==> config.mk <==
export PLATFORM = sky130hd
export DESIGN_NAME = instr_sequencer_flat
export DESIGN_NICKNAME = d
export VERILOG_FILES = /design/src/rtl/instr_sequencer_if.sv /design/src/rtl/instr_sequencer.sv /design/src/flat_wrapper.sv
export SDC_FILE = /design/constraint.sdc
export NUM_CORES = 1
export LEC_CHECK = 0
export CAP_MARGIN = 20
export CORE_MARGIN = 2
export CORE_UTILIZATION = 49
export CTS_CLUSTER_DIAMETER = 150
export DETAILED_ROUTE_END_ITERATION = 7
export GPL_TIMING_DRIVEN = 0
export HOLD_SLACK_MARGIN = 0.1
export MAX_ROUTING_LAYER = met4
export PLACE_DENSITY = 0.67
export RECOVER_POWER = 50
export SLEW_MARGIN = 10
export SYNTH_ARGS = -nofsm -noshare
export SYNTH_HDL_FRONTEND = slang
export SYNTH_SLANG_ARGS = --single-unit
export TNS_END_PERCENT = 50
==> constraint.sdc <==
create_clock -name clkout -period 8.8 [get_ports clkout]
set_input_delay 0.88 -clock clkout [delete_from_list [all_inputs] [get_ports clkout]]
set_output_delay 0.88 -clock clkout [all_outputs]
set_load 0.005 [all_outputs]
==> src/rtl/instr_sequencer_if.sv <==
// ALU-side handshake bundle for instr_sequencer: issued opcode/immediate with
// valid/ready, plus the ALU status flags returned for conditional branches.
interface instr_sequencer_if;
   logic [7:0]  alu_opcode;
   logic [31:0] alu_val;
   logic        alu_valid;
   logic        alu_ready;
   logic [4:0]  flags;

   modport master (
      output alu_opcode, alu_val, alu_valid,
      input  alu_ready, flags
   );

   modport slave (
      input  alu_opcode, alu_val, alu_valid,
      output alu_ready, flags
   );
endinterface

==> src/rtl/instr_sequencer.sv <==
// Instruction fetch/decode sequencer: runs control flow locally and issues ALU ops.
// Optional return stack enabled by defining SEQ_RSTACK_EN.
//
// state  | meaning
// IDLE   | stopped, program memory writable, waits for run
// FETCH  | instr <= mem[pc]
// DECODE | execute control op or latch ALU op; flags sampled here
// ISSUE  | alu_valid high, waits for alu_ready
// HALT   | HALT executed, memory writable, waits for run=0
// FAULT  | illegal stack use, left only by reset
module instr_sequencer #(
   parameter int ISIZE     = 32,
   parameter int IPTR_SIZE = 4,
   parameter int RS_DEPTH  = 4
) (
   input  logic                 clkout,
   input  logic                 rst_n,
   input  logic                 load_en,
   input  logic [IPTR_SIZE-1:0] load_addr,
   input  logic [ISIZE-1:0]     load_data,
   input  logic                 run,
   instr_sequencer_if.master    alu,
   output logic [IPTR_SIZE-1:0] pc,
   output logic                 halted,
   output logic                 fault,
   output logic                 stack_ovf,
   output logic                 stack_unf
);

   typedef enum logic [2:0] {
      S_IDLE, S_FETCH, S_DECODE, S_ISSUE, S_HALT, S_FAULT
   } state_t;

   localparam logic [7:0] OP_NOP  = 8'h00;
   localparam logic [7:0] OP_JMP  = 8'hF0;
   localparam logic [7:0] OP_JMR  = 8'hF1;
   localparam logic [7:0] OP_CALL = 8'hF2;
   localparam logic [7:0] OP_RET  = 8'hF3;
   localparam logic [7:0] OP_HALT = 8'hFF;

   localparam logic [IPTR_SIZE-1:0] PC_ONE = IPTR_SIZE'(1);

   state_t               state_q;
   logic [IPTR_SIZE-1:0] pc_q;
   logic [ISIZE-1:0]     instr_q;
   logic [7:0]           alu_opcode_q;
   logic [31:0]          alu_val_q;
   logic                 alu_valid_q;
   logic                 halted_q;
   logic                 fault_q;
   logic [ISIZE-1:0]     mem_q [2**IPTR_SIZE];

   logic [7:0]           opcode;
   logic [15:0]          imm;
   logic [IPTR_SIZE-1:0] imm_pc;
   logic [IPTR_SIZE-1:0] pc_inc;
   logic                 cond_ok;

`ifdef SEQ_RSTACK_EN
   localparam int SP_W = $clog2(RS_DEPTH + 1);
   localparam int SI_W = $clog2(RS_DEPTH);
   localparam logic [SP_W-1:0] SP_ONE  = SP_W'(1);
   localparam logic [SP_W-1:0] SP_FULL = SP_W'(RS_DEPTH);

   logic [SP_W-1:0]      sp_q;
   logic [SP_W-1:0]      sp_dec;
   logic [IPTR_SIZE-1:0] stack_q [RS_DEPTH];
   logic                 stack_ovf_q;
   logic                 stack_unf_q;

   assign sp_dec    = sp_q - SP_ONE;
   assign stack_ovf = stack_ovf_q;
   assign stack_unf = stack_unf_q;
`else
   assign stack_ovf = 1'b0;
   assign stack_unf = 1'b0;
`endif

   assign opcode = instr_q[31:24];
   assign imm    = instr_q[15:0];
   assign imm_pc = instr_q[IPTR_SIZE-1:0];
   assign pc_inc = pc_q + PC_ONE;

   // Condition order matches the flag vector {Z, C, S, P, V}.
   always_comb begin
      cond_ok = 1'b0;
      case (instr_q[23:21])
         3'b000:  cond_ok = 1'b1;
         3'b001:  cond_ok = alu.flags[4];
         3'b010:  cond_ok = alu.flags[3];
         3'b011:  cond_ok = alu.flags[2];
         3'b100:  cond_ok = alu.flags[1];
         3'b101:  cond_ok = alu.flags[0];
         default: cond_ok = 1'b0;
      endcase
   end

   always_ff @(posedge clkout) begin
      if (load_en && (state_q == S_IDLE || state_q == S_HALT))
         mem_q[load_addr] <= load_data;
   end

   always_ff @(posedge clkout) begin
      if (!rst_n) begin
         state_q      <= S_IDLE;
         pc_q         <= '0;
         instr_q      <= '0;
         alu_opcode_q <= '0;
         alu_val_q    <= '0;
         alu_valid_q  <= 1'b0;
         halted_q     <= 1'b0;
         fault_q      <= 1'b0;
`ifdef SEQ_RSTACK_EN
         sp_q         <= '0;
         stack_ovf_q  <= 1'b0;
         stack_unf_q  <= 1'b0;
`endif
      end else begin
         case (state_q)
            S_IDLE: if (run) state_q <= S_FETCH;
            S_FETCH: begin
               instr_q <= mem_q[pc_q];
               state_q <= S_DECODE;
            end
            S_DECODE: begin
               state_q <= S_FETCH;
               case (opcode)
                  OP_NOP: pc_q <= pc_inc;
                  OP_HALT: begin
                     state_q  <= S_HALT;
                     halted_q <= 1'b1;
                  end
                  OP_JMP: pc_q <= cond_ok ? imm_pc : pc_inc;
                  OP_JMR: pc_q <= cond_ok ? pc_q + imm_pc : pc_inc;
`ifdef SEQ_RSTACK_EN
                  OP_CALL: begin
                     if (!cond_ok) begin
                        pc_q <= pc_inc;
                     end else if (sp_q == SP_FULL) begin
                        stack_ovf_q <= 1'b1;
                        fault_q     <= 1'b1;
                        state_q     <= S_FAULT;
                     end else begin
                        stack_q[sp_q[SI_W-1:0]] <= pc_inc;
                        sp_q <= sp_q + SP_ONE;
                        pc_q <= imm_pc;
                     end
                  end
                  OP_RET: begin
                     if (!cond_ok) begin
                        pc_q <= pc_inc;
                     end else if (sp_q == '0) begin
                        stack_unf_q <= 1'b1;
                        fault_q     <= 1'b1;
                        state_q     <= S_FAULT;
                     end else begin
                        pc_q <= stack_q[sp_dec[SI_W-1:0]];
                        sp_q <= sp_dec;
                     end
                  end
`else
                  // Without a stack, CALL/RET are illegal whatever their condition.
                  OP_CALL, OP_RET: begin
                     fault_q <= 1'b1;
                     state_q <= S_FAULT;
                  end
`endif
                  default: begin
                     alu_opcode_q <= opcode;
                     alu_val_q    <= {{16{imm[15]}}, imm};
                     alu_valid_q  <= 1'b1;
                     state_q      <= S_ISSUE;
                  end
               endcase
            end
            S_ISSUE: begin
               if (alu.alu_ready) begin
                  alu_valid_q <= 1'b0;
                  pc_q        <= pc_inc;
                  state_q     <= S_FETCH;
               end
            end
            S_HALT: begin
               if (!run) begin
                  pc_q     <= '0;
                  halted_q <= 1'b0;
                  state_q  <= S_IDLE;
               end
            end
            S_FAULT: state_q <= S_FAULT;
            default: state_q <= S_IDLE;
         endcase
      end
   end

   // Condition bits of ALU ops and the reserved field are deliberately unused.
   logic unused_ok;
   assign unused_ok = &{1'b0, instr_q[20:16], RS_DEPTH[0]};

   assign alu.alu_opcode = alu_opcode_q;
   assign alu.alu_val    = alu_val_q;
   assign alu.alu_valid  = alu_valid_q;
   assign pc             = pc_q;
   assign halted         = halted_q;
   assign fault          = fault_q;

endmodule
==> src/flat_wrapper.sv <==
// flat-port wrapper written by rule: the top's interface ports become plain ports
module instr_sequencer_flat 
#(
   parameter int ISIZE     = 32,
   parameter int IPTR_SIZE = 4,
   parameter int RS_DEPTH  = 4
)
  (clkout, rst_n, load_en, load_addr, load_data, run, pc, halted, fault, stack_ovf, stack_unf, alu_alu_opcode, alu_alu_val, alu_alu_valid, alu_alu_ready, alu_flags);
  instr_sequencer_if alu_i ();
  input  logic clkout;
  input  logic rst_n;
  input  logic load_en;
  input  logic [IPTR_SIZE-1:0] load_addr;
  input  logic [ISIZE-1:0] load_data;
  input  logic run;
  output logic [IPTR_SIZE-1:0] pc;
  output logic halted;
  output logic fault;
  output logic stack_ovf;
  output logic stack_unf;
  output wire logic [$bits(alu_i.alu_opcode)-1:0] alu_alu_opcode;
  output wire logic [$bits(alu_i.alu_val)-1:0] alu_alu_val;
  output wire logic [$bits(alu_i.alu_valid)-1:0] alu_alu_valid;
  input wire logic [$bits(alu_i.alu_ready)-1:0] alu_alu_ready;
  input wire logic [$bits(alu_i.flags)-1:0] alu_flags;
  assign alu_alu_opcode = alu_i.alu_opcode;
  assign alu_alu_val = alu_i.alu_val;
  assign alu_alu_valid = alu_i.alu_valid;
  assign alu_i.alu_ready = alu_alu_ready;
  assign alu_i.flags = alu_flags;
  instr_sequencer #(.ISIZE(ISIZE), .IPTR_SIZE(IPTR_SIZE), .RS_DEPTH(RS_DEPTH)) u_core (.clkout(clkout), .rst_n(rst_n), .load_en(load_en), .load_addr(load_addr), .load_data(load_data), .run(run), .alu(alu_i), .pc(pc), .halted(halted), .fault(fault), .stack_ovf(stack_ovf), .stack_unf(stack_unf));
endmodule
# Yosys cells after proc, flatten, opt, wreduce, memory -nomap -nowiden
# Memories as Yosys holds them, arrays and structs flattened. A register that Yosys moved wholly into a read port is not among the register bits.
# Cells that the tools add are included.
[totals] register_bits=34 ramBits=512 in_bits=46 output_inout_bits=49 wordCells=70 mem_count=1
[mem_list] memory="u_core.mem_q" words=16 word_bits=32 rd=1 rd_clocked_by_memory_dff=1 wr=1 line="instr_sequencer.sv:51" source="logic [ISIZE-1:0] mem_q [2**IPTR_SIZE];"
[op_classes] n_addsub=2 eq_ne=21 muxes=20 n_bitwise=1 reduce_logical=18
[op_table] cell="equality test 8 bit, second input constant" n=5
[op_table] cell="case mux 4 bit (3 select lines)" n=2
[op_table] cell="case mux 3 bit (6 select lines)" n=1
[op_table] cell="2-to-1 mux 4 bit" n=4
[op_table] cell="equality test 3 x 2 -> 1 bit, second input constant" n=4
[op_table] cell="equality test 3 bit, second input constant" n=4
[op_table] cell="!= test 2 bit, second input constant" n=5
[op_table] cell="2-to-1 mux 3 bit" n=3
[op_table] cell="case mux 3 bit (3 select lines)" n=1
[op_table] cell="AND reduction 3 bit" n=3
[op_table] cell="logical NOT 8 bit" n=1
[op_table] cell="equality test 3 x 1 -> 1 bit, second input constant" n=2
[op_table] cell="logical NOT 3 bit" n=2
[op_table] cell="2-to-1 mux 1 bit" n=6
[op_table] cell="case mux 1 bit (6 select lines)" n=1
[op_table] cell="OR reduction 6 bit" n=1
[op_table] cell="adder 4 x 1 -> 4 bit, second input constant" n=1
[op_table] cell="adder 4 bit" n=1
[op_table] cell="!= test 4 bit, second input constant" n=1
[op_table] cell="case mux 1 bit (2 select lines)" n=2
[op_table] cell="AND reduction 2 bit" n=2
[op_table] cell="AND reduction 4 bit" n=1
[op_table] cell="nonzero test 2 bit" n=2
[op_table] cell="nonzero test 3 bit" n=1
[op_table] cell="6 further kinds" n=6

# Depth between registers and ports, before layout
# Gate-level depths: netlist (run 1).
[logic_depth] word_depth=5 depth_mapped=9 ltp_nobuf=8

# Worst setup path before layout (run 1)
# Ideal clock, no wire load.
[synth_timing] kind="input-to-reg" startpoint="input load_addr[2]" endpoint="memory u_core.mem_q[0][0] (enable)" setup_time_ns=0.445 arrival_ns=3.184 required_ns=8.355 setup_slack_ns=5.171 path_stages=2 n_path_buf=0 path_cell_list="or3_1 > nor3_1"
[synth_rtl] element="start, declared" line="flat_wrapper.sv:13" source="input logic [IPTR_SIZE-1:0] load_addr;"
[synth_rtl] element="end, declared" line="instr_sequencer.sv:51"
# No word-level cell before the write port.

# Worst setup path after layout (run 1)
[layout_timing] startpoint="register u_core.pc_q[1] (netlist: u_core.pc[1])" endpoint="register u_core.pc_q[2] (netlist: u_core.pc[2])"
[layout_via] elab_chain_cells=4 elab_cells_between_ends=7 classes_between="add/sub: 2; mux: 5"
[layout_rtl] element="start, declared" line="instr_sequencer.sv:44" source="logic [IPTR_SIZE-1:0] pc_q;"
[layout_rtl] element="start signal, assigned" line="instr_sequencer.sv:128" source="OP_NOP: pc_q <= pc_inc;"
[layout_rtl] element="start signal, assigned" line="instr_sequencer.sv:133" source="OP_JMP: pc_q <= cond_ok ? imm_pc : pc_inc;"
[layout_rtl] element="start signal, assigned" line="instr_sequencer.sv:134" source="OP_JMR: pc_q <= cond_ok ? pc_q + imm_pc : pc_inc;"
[layout_rtl] element="adder 4 x 1 -> 4 bit or adder 4 bit (tied branches)" line="instr_sequencer.sv:82, instr_sequencer.sv:134"
[layout_rtl] element="2-to-1 mux 4 bit, on equally long branches" line="instr_sequencer.sv:134, instr_sequencer.sv:133"
[layout_rtl] element="case mux 4 bit (3 select lines)" line="instr_sequencer.sv:127" source="case (opcode)"
[layout_rtl] element="case mux 4 bit (3 select lines) *" line="instr_sequencer.sv:119" source="case (state_q)"
# Mark *: on every way between the ends. The rest lies on a longest branch, timed or not. The select of a mux whose other input is x is not followed.
# A chain may end at the register's enable or synchronous reset.

==> results of run 1 <==
## sequential cells by signal, summed over array words and instances, names as in the netlist
register,count
u_core.alu.alu_opcode,8
u_core.alu.alu_val,16
u_core.alu.alu_valid,1
u_core.fault,1
u_core.halted,1
u_core.instr_q,27
u_core.mem_q,432
u_core.pc,4
u_core.state_q,3
## layer usage
metal	track usage, %	part of all wire, %	vias to the layer above	routed length (um)
met3	4.058	7.2	65	3176
met2	37.09	50	394	22110
met5	-	0	-	0
met4	6.720	2.3	0	1026
met1	30.05	40	5053	17530
li1	-	-	4142	-
## cell type report
| cell class | instances | area [sq um] |
|---|---|---|
| Buffer | 65 | 386.6 |
| Clock buffer | 74 | 1370 |
| Clock inverter | 15 | 81.33 |
| Fill cell | 2825 | 15990 |
| Inverter | 8 | 30.03 |
| Multi-Input combinational cell | 378 | 4508 |
| Sequential cell | 493 | 14190 |
| Tap cell | 518 | 648.1 |
| Timing Repair Buffer | 114 | 1262 |
## cells by family after synthesis
| logic type | Yosys count | synth area share [%] |
|---|---|---|
| and+or+nand+nor | 171 | 3.925 |
| muxes | 163 | 17.45 |
| AOI/OAI and AO/OA | 33 | 1.203 |
| other | 1 | 0.01970 |
| adders and majority gates | 5 | 0.3681 |
| xor gates and xnor gates | 4 | 0.1841 |
| DFF | 493 | 74.57 |
| buffers and inverters | 73 | 2.275 |
## how the worst min path moves through the flow
stage | end | cells past startpoint | slack [ns] | startpoint
6_report | u_core.instr_q[12] | 2 | 0.44 | u_core.instr_q[12]
5_1_grt | u_core.instr_q[4] | 2 | 0.47 | u_core.instr_q[4]
4_1_cts | u_core.instr_q[12] | 2 | 0.44 | u_core.instr_q[12]
3_5_place_dp | u_core.instr_q[12] | 2 | 0.43 | u_core.instr_q[12]
3_3_place_gp | u_core.instr_q[14] | 2 | 0.43 | u_core.instr_q[14]
2_1_floorplan | u_core.instr_q[10] | 2 | 0.42 | u_core.instr_q[10]
## power breakdown
group / leakage [nW] / internal (mW) / switching, mW / total (mW)
combinational: 2.14 / 0.193 / 0.230 / 0.423
clock: 0.704 / 1.07 / 0.832 / 1.90
sequential: 4.39 / 2.58 / 0.0254 / 2.61
total: 7.24 / 3.85 / 1.09 / 4.94
## synth_stat cells (2+ instances only)
master and number:
nand2b_1 4, mux4_2 135, a21oi_1 8, nor3_1 7, buf_1 7, dfxtp_1 61, mux2i_1 27, clkbuf_1 22
xnor2_1 3, nand4_1 2, o21ai_0 8, ha_1 4, nor2b_1 2, buf_4 18, nand2_1 63, nand3_1 32
buf_6 11, o211ai_1 2, inv_1 7, nor2_1 51, buf_2 7, edfxtp_1 432, nand4b_1 2, or3_1 2
## stage by stage
step	total power, mW	utilization, %	hold WS [ns]	setup slack (ns)
after floorplan	2.915	-	0.4221	5.171
after global placement	3.074	53.41	0.4330	2.038
after detailed placement	3.091	54.74	0.4348	5.537
after CTS	4.976	58.52	0.4441	5.714
after global routing	5.087	58.44	0.4651	5.540
final	4.937	58.44	0.4406	5.722
## critical path, delay by kind of cell (launching register included)
kind | cells | cell delay (ns)
buffers and inverters | 3 | 1.22
XOR/XNOR | 1 | 0.15
multiplexers | 1 | 0.09
AO/OA/AOI/OAI | 2 | 0.25
flip-flops | 1 | 0.50
adder cells (fa/ha/maj) | 1 | 0.46
AND/OR/NAND/NOR | 1 | 0.36
## cell usage in the layout, fill, tap and decap left out, types with 3 or more instances in the layout
| cell type | netlist | routed |
|---|---|---|
| nand2_1 | 63 | 63 |
| ha_1 | 4 | 4 |
| nor3_1 | 7 | 4 |
| clkinv_1 | 0 | 5 |
| edfxtp_1 | 432 | 432 |
| clkbuf_16 | 0 | 49 |
| nor3_2 | 0 | 3 |
| nor2_4 | 0 | 11 |
| buf_4 | 18 | 30 |
| nand3_1 | 32 | 32 |
| buf_16 | 0 | 3 |
| clkbuf_8 | 0 | 5 |
| inv_1 | 7 | 7 |
| dfxtp_1 | 61 | 61 |
| buf_12 | 0 | 9 |
| nor2_1 | 51 | 40 |
| a21oi_1 | 8 | 8 |
| nand2b_1 | 4 | 4 |
| xnor2_1 | 3 | 3 |
| buf_1 | 7 | 7 |
| mux2i_1 | 27 | 27 |
| mux4_2 | 135 | 135 |
| buf_6 | 11 | 12 |
| clkbuf_1 | 22 | 45 |
| o21ai_0 | 8 | 8 |
| clkinv_2 | 0 | 6 |
| dlygate4sd3_1 | 0 | 48 |
| buf_2 | 7 | 6 |
| clkdlybuf4s50_1 | 0 | 38 |
==> impl_metrics.toml, run 1 <==
[status]
status = "complete, no violations"

[clock_network]
hold_buffers = 0
cts_buffers = 48
post_cts_resized = 0
cts_setup_buffers = 0
cts_tree = "yes"
clkLatencyLatePin_ns = 0.57
cts_max_level = 2
root_buffer = "clkbuf_16"
clock_sinks = 493
path_clk_slew_ns = 0.06
ctsLongestPathBuffers = 3

[floorplan]
die_w_um = 201.1
die_h_um = 201.1
die_area_sq_mm = 0.04044
rows = 72
initial_core_util_pct = 49.48
io-pin-count = 95
core_area_sq_mm = 0.03847

[power_and_ir_drop]
p_leak_nw = 7.237
ir_drop_v = 0.0001424
p_per_area_mw_per_mm2 = 219.6

[setup_path]
worst_ep_arrival_time_ns = 3.58
ff2ff_path_depth = 9
max_stage_delay_ns = 0.60
r2r_start = "u_core.pc[1]"
crit_path_cell_trace = "clkbuf_1 > clkbuf_1 > inv_1 > fa_1 > xnor2_1 > mux2i_1 > or3_1 > o211ai_1 > a32o_1"
worst_ep_required_time_ns = 9.31
crit_slowest_cell = "clkbuf_1"
start_kind = "flip-flop"
critPathKind = "reg2reg"
end_kind = "flip-flop"
rrSetupSlack_ns = 5.72
crit_fanout = 10
crit_end = "u_core.pc[2]"
r2r_end = "u_core.pc[2]"
cp_common_cell = "clkbuf_1"
crit_start = "u_core.pc[1]"

[logic_synthesis]
syn_area_sq_mm = 0.01903
ys_seq_area_share_pct = 74.57
synth_edf_count = 432
synth_top_area_share_pct = 68.16
synth_ff_type = "edfxtp_1"
ys_ff_latch = 493
syn_inst = 943
yosys.area.top_type = "edfxtp_1"
synth_area_leaders = "edfxtp_1 68%, mux4_2 16%, dfxtp_1 6.4%"
postSynth.asyncResetShare_pct = 0
yosys_warnings = 0
syn_avg_cell_area_sq_um = 20.18
synth_cell_types = 50

[drt]
via_count = 9654
drt_iter0_markers = 888
viasPerCell = 5.798
drc = 0
drtPass1Iterations = 5
wire_per_inst_um = 26.33
antenna_left = 0
wirelength_um = 43840

[layout]
final_area_sq_mm = 0.02248
n_antenna_cell = 0
area_growth_syn_to_layout_pct = 18.11
layout.cells.non_filler = 1665
drive_above_1_share_pct = 24.32
final_nets = 1159

[sta]
fin_tns_setup_ns = 0
rsz0062_at_grt = "no"
finalHoldViolCount = 0
slew_violations = 0
tightest_slew_ns = 1.081
slew_headroom_pct = 27.70
finalSetupViolations = 0
finClkSkew_ns = 0.007910
fmax_mhz = 324.8
min_period_ns = 3.078
timing.final.crit_share_pct = 34.98

[global_routing]
grt.total_usage_pct = 22.90
grt_max_degree = 19
antenna_found_initial = 0
grt_pass1_vias = 9949
grt_overflow_total = 0
grt_pass1_wl_um = 64980

[placed_design]
portBuffers = 86
hpwl_um = 28210
dp_cells = 1576
dpl_cell_area_sq_mm = 0.02106
gp_congestion = 0.7889

[min_path]
min_path_type = "reg2reg"

[flow_run]
cap_violations = 0
No activity file was read; power rests on OpenSTA's default activity.
==> inputs of run 2 (changes only) <==
Settings changed: PLACE_DENSITY 0.67 to 0.7.
Clock period 8.8 ns to 2.82 ns, I/O delays scaled along.
==> run 2 against run 1 <==
Net effect:
- setup slack worse by 5.6 ns
- final cell count hardly changed
- clock power rose to 3.3 times the previous value
- first-iteration DRC count down 8.4%
- critical path type unchanged
==> impl_metrics.toml, run 2 (synthesis gave the netlist of run 1 again) <==
[floorplan]
die_w_um = 201.1
rows = 72
die_area_sq_mm = 0.04044
initial_core_util_pct = 49.48
core_area_sq_mm = 0.03847
die_h_um = 201.1
io-pin-count = 95

[clock_network]
cts_setup_buffers = 0
cts_tree = "yes"
cts_max_level = 2
hold_buffers = 0
root_buffer = "clkbuf_16"
path_clk_slew_ns = 0.06
clock_sinks = 493
ctsLongestPathBuffers = 3
clkLatencyLatePin_ns = 0.57
cts_buffers = 49

[sta]
finalHoldViolCount = 0
slew_violations = 0
fmax_mhz = 364.0
finClkSkew_ns = 0.02448
fin_tns_setup_ns = 0
tightest_slew_ns = 0.9263
rsz0062_at_grt = "no"
timing.final.crit_share_pct = 97.42
slew_headroom_pct = 38.25
finalSetupViolations = 0
min_period_ns = 2.747
holdWs_ns = 0.2304

[layout]
area_growth_syn_to_layout_pct = 19.14
final_common_cell = "edfxtp_1"
final_nets = 1155
drive_above_1_share_pct = 24.91
max_flop_register = "u_core.mem_q"
final_cell_mix = "432 x edfxtp_1, 135 x mux4_2, 63 x nand2_1, 61 x dfxtp_1, 58 x dlygate4sd3_1"
final_util_pct = 58.95
largest_reg_flops = 432

[drt]
wirelength_um = 43820
wire_per_inst_um = 26.33
drt_iter0_markers = 813
wl_met3_um = 2688
drc = 0
viasPerCell = 5.779
wl_met2_um = 22340
via_count = 9617
met1_length_um = 17310
drtPass1Iterations = 5
antenna_left = 0
top_layer_used = "met4"

[min_path]
min_path_type = "in2reg"
hold_depth = 2
min_from = "rst_n"

[flow_run]
cap_violations = 0

[setup_path]
start_kind = "flip-flop"
critPathKind = "reg2reg"
crit_start = "u_core.state_q[0]"
r2r_start = "u_core.state_q[0]"
crit_fanout = 13
worst-path-stages = 5
crit_slowest_cell = "nor3_4"
ff2ff_path_depth = 5
rrSetupSlack_ns = 0.07
max_stage_delay_ns = 0.65
worst_ep_arrival_time_ns = 3.01
crit_path_cell_trace = "nor2_1 > nand2_1 > or3_1 > nor3_4 > buf_8"
end_kind = "flip-flop"
cpLargestDelayFamily = "simple AND/OR/NAND/NOR gates"
worst_ep_required_time_ns = 3.08
crit_buf_inv = 1

[power_and_ir_drop]
p_leak_nw = 7.368
p_per_area_mw_per_mm2 = 695.1
ir_drop_v = 0.0004702

[global_routing]
grt_pass1_wl_um = 64870
antenna_found_initial = 2
grt_overflow_total = 0
grt.total_usage_pct = 22.91
grt_max_degree = 21
grt_pass1_vias = 9828

[placed_design]
gp_congestion = 0.8243
portBuffers = 86
hpwl_um = 28370

[status]
status = "complete, no violations"
[run 2: changes by cell type in the layout (fill, tap and decap cells not counted), sizes merged, moves of 3 or more]
| cell | before | now |
|---|---|---|
| clkdlybuf4s15 | 0 | 3 |
| buf | 68 | 59 |
| bufinv | 0 | 4 |
| clkinv | 11 | 28 |
| dlygate4sd3 | 48 | 58 |
| clkbuf | 99 | 84 |
| clkdlybuf4s50 | 38 | 28 |
[run 2: stage by stage]
stage                     cell area, sq um  std cells  power, mW  setup WS, ns
after global placement               20560       1548      9.581        -2.914
after detailed placement             21100       1571      9.650       -0.3977
after CTS                            22680       1662      15.87       0.05990
after global routing                 22680       1664      16.23       0.02447
final                                22680       1664      15.76       0.07269
after floorplan                      19050        944      9.097       -0.2635
[run 2: area by class of cell]
cell class / instances / area [sq um]
inverter: 8 / 30.03
antenna: 2 / 5.005
sequential: 493 / 14190
clock inverter: 33 / 247.7
buffer: 65 / 420.4
fill: 2768 / 15790
tap: 518 / 648.1
timing repair buffer: 109 / 1294
multi-input combinational: 378 / 4536
clock buffer: 58 / 1303
[run 2: power by group]
part / leakage [nW] / switching, mW / internal [mW]
logic: 2.22 / 0.731 / 0.608
registers: 4.39 / 0.0778 / 8.06
clock network: 0.761 / 2.64 / 3.65
[run 2: worst paths after layout]
kind,endpoint
worst max-delay path,u_core.mem_q[0][5]
worst min-delay path,u_core.pc[2]
worst max register to register,u_core.mem_q[0][5]
worst min register to register,u_core.instr_q[9]
[run 2: metal layers]
layer	global-route usage [%]	vias up
met3	3.734	109
met5	-	-
li1	-	4139
met2	38.19	380
met1	28.94	4989
met4	7.593	0
[run 2: what timing repair did]
item,CTS,global route
setup endpoints to repair,29,10
cloned,0,0
resized for setup,10,4
